File: src/rtl/mul_result_pkg.sv
// Shared definitions for the multiplier result FIFO: register map offsets,
// CTRL/STATUS bit positions and the stored entry layout.
package mul_result_pkg;

    localparam logic [15:0] OFF_HEAD_W = 16'h0000;
    localparam logic [15:0] OFF_HEAD_L = 16'h0008;
    localparam logic [15:0] OFF_STATUS = 16'h0010;
    localparam logic [15:0] OFF_CTRL   = 16'h0018;

    localparam int CTRL_POP    = 0;
    localparam int CTRL_FLUSH  = 1;
    localparam int CTRL_CLR    = 2;
    localparam int CTRL_IRQ_EN = 3;

    localparam int ST_EMPTY   = 8;
    localparam int ST_FULL    = 9;
    localparam int ST_DROP    = 10;
    localparam int ST_CNT_LSB = 16;

    localparam int HL_OVF = 8;

    typedef struct packed {
        logic        ovf;
        logic [5:0]  l;
        logic [31:0] w;
    } res_entry_t;

    function automatic logic [7:0] sat_inc8(input logic [7:0] v);
        return (v == 8'hFF) ? v : v + 8'd1;
    endfunction

endpackage

File: src/rtl/bus_strobe_sync.sv
// Brings an asynchronous bus strobe into clk: 2-flop synchroniser plus a
// one-cycle pulse on each synchronised rising edge.
module bus_strobe_sync (
    input  logic clk,
    input  logic n_reset,
    input  logic strobe_i,
    output logic pulse_o
);

    logic       s1_q, s2_q, s3_q;
    logic [1:0] fill_q;
    logic       arm_q;

    // The edge detector only arms once the synchronised strobe has been seen
    // low after reset, so a strobe already high at release is not an edge.
    always_ff @(posedge clk or negedge n_reset) begin
        if (!n_reset) begin
            s1_q   <= 1'b0;
            s2_q   <= 1'b0;
            s3_q   <= 1'b0;
            fill_q <= 2'b00;
            arm_q  <= 1'b0;
        end else begin
            s1_q   <= strobe_i;
            s2_q   <= s1_q;
            s3_q   <= s2_q;
            fill_q <= {fill_q[0], 1'b1};
            arm_q  <= arm_q | (fill_q[1] & ~s2_q);
        end
    end

    assign pulse_o = s2_q & ~s3_q & arm_q;

endmodule

File: src/rtl/mul_result_fifo.sv
// Result FIFO between the multiplier and a slow asynchronous register bus:
// flop storage, drop accounting, CTRL-driven pop/flush/clear and an interrupt.
module mul_result_fifo
    import mul_result_pkg::*;
#(
    parameter int          DEPTH = 4,
    parameter logic [15:0] BASE  = 16'h03C0
) (
    input  logic                     clk,
    input  logic                     n_reset,
    input  logic                     res_valid,
    output logic                     res_ready,
    input  logic [31:0]              res_w,
    input  logic [5:0]               res_l,
    input  logic                     res_ovf,
    input  logic [15:0]              saddress,
    input  logic                     srd,
    input  logic                     swr,
    input  logic [31:0]              sdata_in,
    output logic [31:0]              sdata_out,
    output logic                     irq,
    output logic [$clog2(DEPTH):0]   level
);

    localparam int PW = $clog2(DEPTH);
    localparam int LW = PW + 1;

    localparam logic [15:0] A_HEAD_W = BASE + OFF_HEAD_W;
    localparam logic [15:0] A_HEAD_L = BASE + OFF_HEAD_L;
    localparam logic [15:0] A_STATUS = BASE + OFF_STATUS;
    localparam logic [15:0] A_CTRL   = BASE + OFF_CTRL;

    logic [PW-1:0] wptr_q, wptr_d, rptr_q, rptr_d;
    logic [LW-1:0] level_q, level_d;
    logic          sticky_q, sticky_d;
    logic [7:0]    dcnt_q, dcnt_d;
    logic          irq_en_q, irq_en_d;
    logic          irq_q, irq_d;
    logic [31:0]   sdo_q, sdo_d;
    logic [31:0]   rdata;

    res_entry_t    mem_q [DEPTH];
    res_entry_t    head, wr_entry;

    logic rd_pulse, wr_pulse;
    logic full, empty, ctrl_wr;
    logic do_flush, do_clr, do_pop, do_push, do_drop;

    bus_strobe_sync u_srd_sync (
        .clk      (clk),
        .n_reset  (n_reset),
        .strobe_i (srd),
        .pulse_o  (rd_pulse)
    );

    bus_strobe_sync u_swr_sync (
        .clk      (clk),
        .n_reset  (n_reset),
        .strobe_i (swr),
        .pulse_o  (wr_pulse)
    );

    assign full      = (level_q == LW'(DEPTH));
    assign empty     = (level_q == '0);
    assign res_ready = ~full;

    assign ctrl_wr  = wr_pulse && (saddress == A_CTRL);
    assign do_flush = ctrl_wr & sdata_in[CTRL_FLUSH];
    assign do_clr   = ctrl_wr & sdata_in[CTRL_CLR];
    assign do_pop   = ctrl_wr & sdata_in[CTRL_POP] & ~empty;
    // A push that coincides with a flush vanishes; it is neither stored nor a drop.
    assign do_push  = res_valid & ~full & ~do_flush;
    assign do_drop  = res_valid &  full & ~do_flush;

    assign wr_entry = '{ovf: res_ovf, l: res_l, w: res_w};
    assign head     = mem_q[rptr_q];

    logic unused_ok;
    assign unused_ok = ^sdata_in[31:4];

    genvar gi;
    generate
        for (gi = 0; gi < DEPTH; gi++) begin : g_ent
            always_ff @(posedge clk or negedge n_reset) begin
                if (!n_reset)
                    mem_q[gi] <= '0;
                else if (do_push && (wptr_q == PW'(gi)))
                    mem_q[gi] <= wr_entry;
            end
        end
    endgenerate

    always_comb begin
        wptr_d  = wptr_q;
        rptr_d  = rptr_q;
        level_d = level_q;
        if (do_flush) begin
            wptr_d  = '0;
            rptr_d  = '0;
            level_d = '0;
        end else begin
            if (do_push) wptr_d = wptr_q + PW'(1);
            if (do_pop)  rptr_d = rptr_q + PW'(1);
            case ({do_push, do_pop})
                2'b10:   level_d = level_q + LW'(1);
                2'b01:   level_d = level_q - LW'(1);
                default: level_d = level_q;
            endcase
        end
    end

    always_comb begin
        sticky_d = sticky_q;
        dcnt_d   = dcnt_q;
        if (do_clr) begin
            sticky_d = 1'b0;
            dcnt_d   = '0;
        end else if (do_drop) begin
            sticky_d = 1'b1;
            dcnt_d   = sat_inc8(dcnt_q);
        end
        irq_en_d = ctrl_wr ? sdata_in[CTRL_IRQ_EN] : irq_en_q;
        irq_d    = irq_en_q & ~empty;
    end

    always_comb begin
        rdata = '0;
        case (saddress)
            A_HEAD_W: rdata = empty ? 32'h0 : head.w;
            A_HEAD_L: rdata = empty ? 32'h0 : {23'h0, head.ovf, 2'b00, head.l};
            A_STATUS: rdata = {8'h00, dcnt_q, 5'h00, sticky_q, full, empty, 3'b000, 5'(level_q)};
            A_CTRL:   rdata = {28'h0, irq_en_q, 3'b000};
            default:  rdata = '0;
        endcase
        sdo_d = rd_pulse ? rdata : sdo_q;
    end

    always_ff @(posedge clk or negedge n_reset) begin
        if (!n_reset) begin
            wptr_q   <= '0;
            rptr_q   <= '0;
            level_q  <= '0;
            sticky_q <= 1'b0;
            dcnt_q   <= '0;
            irq_en_q <= 1'b0;
            irq_q    <= 1'b0;
            sdo_q    <= '0;
        end else begin
            wptr_q   <= wptr_d;
            rptr_q   <= rptr_d;
            level_q  <= level_d;
            sticky_q <= sticky_d;
            dcnt_q   <= dcnt_d;
            irq_en_q <= irq_en_d;
            irq_q    <= irq_d;
            sdo_q    <= sdo_d;
        end
    end

    assign sdata_out = sdo_q;
    assign irq       = irq_q;
    assign level     = level_q;

endmodule

File: config.mk
export PLATFORM = sky130hd
export DESIGN_NAME = mul_result_fifo
export DESIGN_NICKNAME = d
export VERILOG_FILES = /design/src/rtl/mul_result_pkg.sv /design/src/rtl/bus_strobe_sync.sv /design/src/rtl/mul_result_fifo.sv
export SDC_FILE = /design/constraint.sdc
export NUM_CORES = 1
export LEC_CHECK = 0
export ABC_CLOCK_PERIOD_IN_PS = 4700
export BUFFER_PORTS_ARGS = -buffer_cell sky130_fd_sc_hd__buf_2
export CORE_UTILIZATION = 55
export DETAILED_ROUTE_END_ITERATION = 7
export PLACE_DENSITY = 0.81
export RECOVER_POWER = 25
export SYNTH_ARGS = -nofsm -noshare
export SYNTH_HDL_FRONTEND = slang
export SYNTH_SLANG_ARGS = --single-unit
File: constraint.sdc
create_clock -name clk -period 4.7 [get_ports clk]
set_input_delay 0.235 -clock clk [delete_from_list [all_inputs] [get_ports clk]]
set_output_delay 0.235 -clock clk [all_outputs]
set_load 0.02 [all_outputs]
==> results of run 1 <==
-- placed cells by master (no fill, tap or decap), drive strengths merged, types with 5 or more instances in the layout --
cell type | Yosys | final
and3 | 6 | 6
buf | 25 | 74
nand2 | 54 | 54
inv | 9 | 10
mux2 | 158 | 158
dlygate4sd3 | 0 | 33
nor3 | 5 | 5
a22o | 22 | 22
dfrtp | 216 | 216
nor2 | 11 | 11
nand3 | 29 | 29
ha | 5 | 5
mux4 | 37 | 37
nor2b | 5 | 5
clkbuf | 15 | 63
mux2i | 14 | 14
-- path summary, 6_finish.rpt --
path                                      start  cells past startpoint  slack, ns              end
worst min register to register  u_srd_sync.s1_q                      0       0.35  u_srd_sync.s2_q
max in group asynchronous               n_reset                      3       3.02        mem_q[68]
min in group asynchronous               n_reset                      2       0.42    sdata_out[16]
worst max register to register         level[1]                      5       1.34        mem_q[13]
worst min-delay path                   res_w[5]                      2      0.005       mem_q[122]
worst max-delay path                   level[1]                      5       1.34        mem_q[13]
-- worst register-to-register path, stage by stage, from the launching register on --
cell,delay [ns]
dfrtp_1,0.48
nor3b_1,0.16
nor2b_1,0.76
nand3_2,1.00
buf_4,0.54
mux2_2,0.30
-- flip-flops by register name, indices dropped and copies added, names as in the netlist, 2 cells and up --
| register | flops |
|---|---|
| mem_q | 156 |
| sdata_out | 32 |
| dcnt_q | 8 |
| level | 3 |
| rptr_q | 2 |
| wptr_q | 2 |
-- power groups by stage --
stage          registers (W)  logic [W]  clock network [W]
2_1_floorplan        0.00288    0.00139                  0
3_3_place_gp         0.00291    0.00162                  0
3_5_place_dp         0.00302    0.00172                  0
4_1_cts              0.00300    0.00176            0.00191
5_1_grt              0.00309    0.00189            0.00199
6_report             0.00300    0.00174            0.00189
-- per-stage QoR --
step / hold WS (ns) / util (%) / setup slack [ns] / power (W)
after floorplan: -0.0606 / - / 2.34 / 0.00427
after global placement: 0.334 / 59.6 / 1.52 / 0.00453
after detailed placement: 0.336 / 59.6 / 1.41 / 0.00474
after CTS: 0.000928 / 66.1 / 1.37 / 0.00668
after global routing: 0.0126 / 65.9 / 1.14 / 0.00696
final: 0.00476 / 65.9 / 1.34 / 0.00663
-- cell families (layout without fill, tap and decap cells) --
family / Yosys count / in the layout / share of synthesized area [%]
AOI/OAI and AO/OA: 45 / 45 / 3.69
xor gates and xnor gates: 4 / 4 / 0.364
adders and majority gates: 6 / 6 / 0.857
buffers and inverters: 49 / 189 / 2.97
DFF: 216 / 216 / 56.1
muxes: 209 / 209 / 28.6
other: 1 / 2 / 0.0389
and+or+nand+nor: 133 / 133 / 7.43
-- layout make-up --
class                   count  share of cell area, %
repair buffers            141                   7.59
flip-flops and latches    216                   47.8
clock inverters            10                   1.38
well taps                 225                   2.49
clock buffers              29                   5.55
diodes                      1                 0.0221
multi-input cells         398                   34.9
inverters                   9                  0.299
-- layer usage --
| layer | wire [um] | up-vias | part of all wire, % |
|---|---|---|---|
| met5 | 0 | - | 0 |
| met4 | 663 | 0 | 3.1 |
| met3 | 1230 | 49 | 5.7 |
| met2 | 11100 | 203 | 51 |
| met1 | 8570 | 3171 | 40 |
| li1 | - | 2700 | - |
==> impl_metrics.toml, run 1 <==
[power]
power_switching_w = 0.00181
p_seq_share_pct = 45.3
p_int_w = 0.00481
leakage_nw = 5.04
ir_drop_uv = 358
powerDensity_nw_per_um2 = 586
clock_power_share_pct = 28.5
p_comb_share_pct = 26.2
switching_share_pct = 27.4

[critical_path]
worst_ep_arrival_time_ns = 3.76
critPathTopFamily = "simple AND/OR/NAND/NOR gates"
cp.buffers_inverters = 1
path_class = "register to register"
cp_data_required_time_ns = 5.09
max_stage_delay_ns = 1.00
start_kind = "register"
critical-path-slowest-cell = "nand3_2"
cp-end-kind = "register"
cp_max_fo = 28
path_cells = "nor3b_1, nor2b_1, nand3_2, buf_4, mux2_2"

[sta]
min_period_ns = 3.36
final.period_utilization_pct = 71.6
worst_slew_pin_slew_ns = 1.27
setup_viol = 0
fmax_mhz = 297
hold_violations = 0
slew_headroom_pct = 15.4
setup_tns_ns = 0
finClkSkew_ns = 0.0133
finalMaxSlewViolations = 0
rsz0062_at_grt = "no"

[grt]
grt_max_degree = 141
use_met2_pct = 44.1
grtUsageMet3_pct = 3.97
busiest_layer = "met2"
grt_pass1_vias = 6774
groute.layer.met1.usage_pct = 32.5
gr-total-overflow = 0
grt_first_pass_wirelength_um = 35400
antenna_found_initial = 1
groute.usage.overall_pct = 25.4

[detailed_routing]
drtIter0Drc = 404
num_vias = 6123
finalWirelength_um = 21500
ant_nets = 0
via_per_inst = 5.95
dr.pass1.iters = 4
route.detailed.drc = 0
wl_per_cell_um = 20.9

[yosys]
synth.most_common_cell = "dfrtp_1"
netlist.area_leader.share_pct = 56.1
syn_inst = 663
syn_nets = 761
ys_seq_area_share_pct = 56.1
synth_warnings = 0
ys_ff_latch = 216
synth_ff_type = "dfrtp_1"
synth_area_leaders = "dfrtp_1 (56%), mux2_2 (15%), mux4_2 (8.6%)"
yosysUniqueCellTypes = 52
synth_edf_count = 0
async_flop_share_pct = 100
synth_area_sq_um = 9640
synth_common_cells = "dfrtp_1 (216), mux2_2 (128), nand2_1 (54), mux4_2 (37), mux2_1 (30)"
syn_avg_cell_area_sq_um = 14.5
synth_top_cell_by_area = "dfrtp_1"

[clock_tree]
clockBufferDepth = 3
cts-root-buf = "clkbuf_16"
htreeDepth = 1
cts_setup_buffers = 0
cts_tree = "built"
clkTransAtPathRegs_ns = 0.07
cts_resized = 0
cts_made_buffers = 23
ctsHoldBuffers = 33
clock_sinks = 216
clk_latency_ns = 0.52

[finish]
fillCellCount = 1304
area_growth_pct = 17.4
fin_area_sq_um = 11300
drive_above_1_share_pct = 36.2
fin_cells = 1029
multi_input_area_sq_um = 3950
ff_latch_area_sq_um = 5410
layout.nets = 887

[die]
dieWidth_um = 134
rows = 48
ios = 129
coreArea_sq_um = 17200
die_h_um = 134
fp.dieArea_sq_um = 18100
start_util_pct = 56.1

[place]
dp.cells = 956
gp_congestion = 0.899
placedInstanceArea_sq_um = 10200
port-buffer-count = 100
dp_hpwl_um = 13900

[status]
status = "complete, no violations"

[worst_hold_path]
hold_class = "primary input to register"

[flow_run]
drv_cap = 0
Power figures use the tool's default switching activity.
==> inputs of run 2 (changes only) <==
Settings changed: ABC_AREA set to 1, ABC_CLOCK_PERIOD_IN_PS 4700 to 3360, PLACE_DENSITY 0.81 to 0.8.
Clock period 4.7 ns to 3.36 ns, I/O delays scaled along.
==> impl_metrics.toml, run 2 <==
[detailed_routing]
dr.pass1.iters = 7
via_per_inst = 5.59
wl_per_cell_um = 16.5
drtIter0Drc = 841
ant_nets = 0
finalWirelength_um = 26300
num_vias = 8907
route.detailed.drc = 2

[finish]
area_growth_pct = 18.0
final_cell_mix = "nand2_1 (347), o21ai_0 (253), dfrtp_1 (215)"
largest_reg_flops = 156
largest-register = "mem_q"
layout.nets = 1444
final_common_cell = "nand2_1"
drive_above_1_share_pct = 11.6
fin_cells = 1592
antennaDiodeCount = 0

[critical_path]
cp_common_cell = "nand2_1"
r2r_setup_slack_ns = 0.87
cp-end-kind = "register"
timing.rr.start = "level[0]"
r2r-end = "mem_q[77]"
path_class = "register to register"
critPathTopFamily = "simple AND/OR/NAND/NOR gates"
cp_data_required_time_ns = 3.78
reg2regPathDepth = 9
cp.buffers_inverters = 2
max_stage_delay_ns = 0.49
path_cells = "nor2_1, nand2_1, nand2_1, inv_1, nand2_4, nor2_4, buf_4, nand2_1, o21ai_0"
critical-path-slowest-cell = "buf_4"
worst_ep_arrival_time_ns = 2.91
start_kind = "register"
cp_max_fo = 39

[yosys]
ys_seq_area_share_pct = 53.7
yosysUniqueCellTypes = 33
netlist.area_leader.share_pct = 53.7
synth-simple-area-share_pct = 17.6
syn_inst = 1231
synth.area.mux_share_pct = 0
synth_area_leaders = "dfrtp_1 (54%), nand2_1 (13%), o21ai_0 (13%)"
synth_warnings = 0
synth_top_family_by_area = "compound AO/OA/AOI/OAI gates"
async_flop_share_pct = 100
synth_top_cell_by_area = "dfrtp_1"
synth_common_cells = "nand2_1 (347), o21ai_0 (253), dfrtp_1 (216), inv_1 (110), a21oi_1 (86)"
syn_avg_cell_area_sq_um = 8.18
syn_nets = 1329
synth_fa_ha_area_share_pct = 0.820
synth_area_sq_um = 10100
yosys.area_share.xor_xnor_pct = 0.348
synth_edf_count = 0
synth.most_common_cell = "nand2_1"
synth_compound_area_share_pct = 19.8
ys_ff_latch = 216
synth_ff_type = "dfrtp_1"

[clock_tree]
cts_made_buffers = 24
cts_setup_buffers = 0
clkTransAtPathRegs_ns = 0.06
cts_tree = "built"
cts-root-buf = "clkbuf_16"
clockBufferDepth = 3
cts_resized = 0
clk_latency_ns = 0.51
htreeDepth = 1
clock_sinks = 216

[die]
ios = 129
die_h_um = 137
start_util_pct = 56.1
fp.dieArea_sq_um = 18900
rows = 49
dieWidth_um = 137
coreArea_sq_um = 18000

[flow_run]
drv_cap = 0

[grt]
antenna_found_initial = 0
grt_pass1_vias = 8217
grt_max_degree = 120
grt_first_pass_wirelength_um = 41800
groute.usage.overall_pct = 28.5
gr-total-overflow = 0

[worst_hold_path]
hold_class = "primary input to register"
hold_path_depth = 4
hp-start = "sdata_in[1]"
min_to = "rptr_q[0]"

[sta]
final.period_utilization_pct = 74.1
finClkSkew_ns = 0.0130
rsz0062_at_grt = "no"
fmax_mhz = 402
hold_violations = 0
finalMaxSlewViolations = 0
min_period_ns = 2.49
worst_slew_pin_slew_ns = 1.14
setup_tns_ns = 0
setup_viol = 0
slew_headroom_pct = 24.0

[power]
ir_drop_uv = 467
powerDensity_nw_per_um2 = 756
leakage_nw = 5.82

[status]
status = "complete, but fails checks"
failed_checks = "DRC"

[place]
port-buffer-count = 100
dp_hpwl_um = 15900
gp_congestion = 0.894
dp.cells = 1506
## run 2: stage by stage
step	worst slack (ns)	utilization (%)	total power (W)	cell area [sq um]	hold slack [ns]
6_report	0.871	66.1	0.00899	11900	0.0289
5_1_grt	0.645	66.1	0.00957	11900	0.0586
4_1_cts	0.913	66.2	0.00899	11900	0.0153
3_5_place_dp	0.943	59.7	0.00646	10700	0.278
3_3_place_gp	0.999	59.7	0.00631	10700	0.276
2_1_floorplan	1.11	-	0.00565	10100	-0.128
## run 2: how the worst max path moves through the flow
| stage | start | endpoint | slack (ns) | cells after the start |
|---|---|---|---|---|
| floorplan | level[0] | level[2] | 1.11 | 12 |
| global placement | level[0] | mem_q[124] | 1.0 | 9 |
| global route | level[0] | mem_q[60] | 0.65 | 9 |
| CTS | level[0] | mem_q[123] | 0.91 | 9 |
| detailed placement | level[0] | mem_q[148] | 0.94 | 9 |
| finish | level[0] | mem_q[77] | 0.87 | 9 |
## run 2: routing by layer
| metal | part of all wire [%] | vias up | GRT usage (%) |
|---|---|---|---|
| met5 | 0 | - | 0 |
| met4 | 1.6 | 0 | 7.45 |
| met3 | 8.4 | 30 | 4.34 |
| met2 | 47 | 389 | 45.9 |
| met1 | 43 | 4248 | 40.6 |
| li1 | - | 4240 | - |
## run 2: logic make-up (layout without fill, tap and decap cells)
family                   after synthesis  count (layout)
other                                  1               1
AND/OR/NAND/NOR                      436             436
buffers and inverters                189             321
AO/OA/AOI/OAI                        379             379
XOR/XNOR                               4               4
flip-flops                           216             216
adder cells (fa/ha/maj)                6               6
## run 2: final cells by class
type                            count  area, sq um
Sequential cell                   216         5410
Timing Repair Buffer              166         1120
Fill cell                        1479         6080
Clock inverter                      6         32.5
Multi-Input combinational cell    826         3910
Clock buffer                       37          711
Inverter                          112          420
Tap cell                          229          287
## run 2: timing repair
item	in CTS	in global routing
hold buffers	43	0
hold endpoints to repair	252	0
endpoints found under the setup margin	0	0
## run 2: worst register-to-register path, delay by kind of cell (launching register included)
family / cells / cell delay [ns]
DFF: 1 / 0.46
AOI/OAI and AO/OA: 1 / 0.10
buffers and inverters: 2 / 0.66
and+or+nand+nor: 6 / 1.18
## run 2: where the power goes
group | internal (W) | switching [W] | leakage, nW
combinational | 0.000824 | 0.00174 | 2.75
sequential | 0.00356 | 0.000407 | 2.71
clock | 0.00145 | 0.00101 | 0.366
==> inputs of run 3 (changes only) <==
Settings changed: ABC_AREA 1 to 0, ABC_CLOCK_PERIOD_IN_PS 3360 to 2500, PLACE_DENSITY 0.8 to 0.81.
Clock period 3.36 ns to 2.5 ns, I/O delays scaled along.
==> impl_metrics.toml, run 3 (synthesized netlist as in run 1, its figures left out) <==
[clock_tree]
cts_tree = "built"
clkTransAtPathRegs_ns = 0.06
cts_setup_buffers = 0
clockBufferDepth = 3
clk_latency_ns = 0.49
htreeDepth = 1
cts_made_buffers = 23
cts_resized = 0
clock_sinks = 216
cts-root-buf = "clkbuf_16"

[finish]
drive_above_1_share_pct = 40.7
layout.nets = 922
final_common_cell = "dfrtp_1"
fillCellCount = 1207
fin_area_sq_um = 11600
largest-register = "mem_q"
final_cell_mix = "dfrtp_1 (214), mux2_2 (128), buf_2 (99)"
antennaDiodeCount = 0
largest_reg_flops = 156
area_growth_pct = 20.6

[detailed_routing]
dr.pass1.iters = 5
finalWirelength_um = 22000
via_per_inst = 5.88
route.detailed.drc = 0
drtIter0Drc = 311
wl_per_cell_um = 20.7
ant_nets = 0
num_vias = 6246

[sta]
slew_headroom_pct = 12.1
fmax_mhz = 440
setup_viol = 0
finClkSkew_ns = 0.00560
min_period_ns = 2.27
finalMaxSlewViolations = 0
rsz0062_at_grt = "no"
worst_slew_pin_slew_ns = 1.32
final.period_utilization_pct = 91.0
hold_violations = 0
whs_ns = 0.0576
fin_ws_ns = 0.226
setup_tns_ns = 0

[critical_path]
cp_data_required_time_ns = 2.92
worst_ep_arrival_time_ns = 2.69
start_kind = "register"
r2r_setup_slack_ns = 0.23
path_class = "register to register"
cp-end-kind = "register"
cp_max_fo = 6

[grt]
grt_pass1_vias = 6920
gr-total-overflow = 0
grt_max_degree = 78
antenna_found_initial = 0
groute.usage.overall_pct = 25.6
grt_first_pass_wirelength_um = 35700

[die]
ios = 129
dieWidth_um = 134
coreArea_sq_um = 17200
start_util_pct = 56.1
die_h_um = 134
rows = 48
fp.dieArea_sq_um = 18100

[flow_run]
drv_cap = 0

[worst_hold_path]
hold_class = "primary input to register"

[place]
gp_congestion = 0.886
dp_slack_ns = 0.173
dp_hpwl_um = 14400
placedInstanceArea_sq_um = 10500
port-buffer-count = 100

[power]
leakage_nw = 5.32
ir_drop_uv = 783
powerDensity_nw_per_um2 = 1050
p_total_w = 0.0122

[status]
status = "complete, no violations"
run 3: cell types whose count changed in the layout (fill, tap and decap cells not counted), moves of 15 or more:
cell	previous run	this run
o21ai_0	253	4
mux2_2	0	128
inv_1	110	9
nand2_1	347	54
mux2_1	0	30
mux4_2	0	37
a21oi_1	86	4
nor2_1	34	9
buf_2	84	99
run 3: stage by stage:
stage                     std cells  utilization, %
after floorplan                 663               -
after global placement          980            61.1
after detailed placement        980            61.1
after CTS                      1063            67.7
after global routing           1063            67.6
final                          1063            67.6
run 3: where the power goes:
part / leakage (nW) / switching (W) / internal (W)
registers: 2.63 / 0.000703 / 0.00488
clock network: 0.332 / 0.00130 / 0.00190
logic: 2.36 / 0.00134 / 0.00211
run 3: timing repair:
| action | in CTS | in global routing |
|---|---|---|
| endpoints found under the hold margin | 234 | 0 |
| setup endpoints to repair | 0 | 0 |
| hold buffers | 44 | 0 |
run 3: layout make-up:
| class | instances | area, sq um | area share, % |
|---|---|---|---|
| flip-flops and latches | 216 | 5410 | 46.5 |
| inverters | 9 | 33.8 | 0.291 |
| repair buffers | 176 | 1250 | 10.8 |
| well taps | 225 | 282 | 2.42 |
| clock inverters | 6 | 85.1 | 0.732 |
| clock buffers | 33 | 613 | 5.28 |
| multi-input cells | 398 | 3950 | 34.0 |
run 3: metal layers:
metal / routed length, um / vias to the layer above / GRT usage, % / share of wire, %
met3: 1170 / 45 / 4.31 / 5.3
li1: - / 2756 / - / -
met4: 503 / 0 / 8.18 / 2.3
met5: 0 / - / 0 / 0
met2: 11400 / 183 / 46.0 / 52
met1: 8910 / 3262 / 31.6 / 40
run 3: critical path, cell delays in order (launching register included):
cell and delay, ns:
dfrtp_1 0.39, nor3b_1 0.52, nand2_1 0.26, nor3_1 0.28
or4b_2 0.60, a21oi_1 0.16
run 3: worst paths after layout:
| path | start | cells after the start | end |
|---|---|---|---|
| min in group asynchronous | n_reset | 2 | sdata_out[10] |
| worst max register to register | level[1] | 5 | dcnt_q[5] |
| worst max-delay path | level[1] | 5 | dcnt_q[5] |
| worst min register to register | u_swr_sync.fill_q[0] | 0 | u_srd_sync.fill_q[1] |
| max in group asynchronous | n_reset | 3 | mem_q[4] |
| worst min-delay path | saddress[4] | 3 | sdata_out[3] |
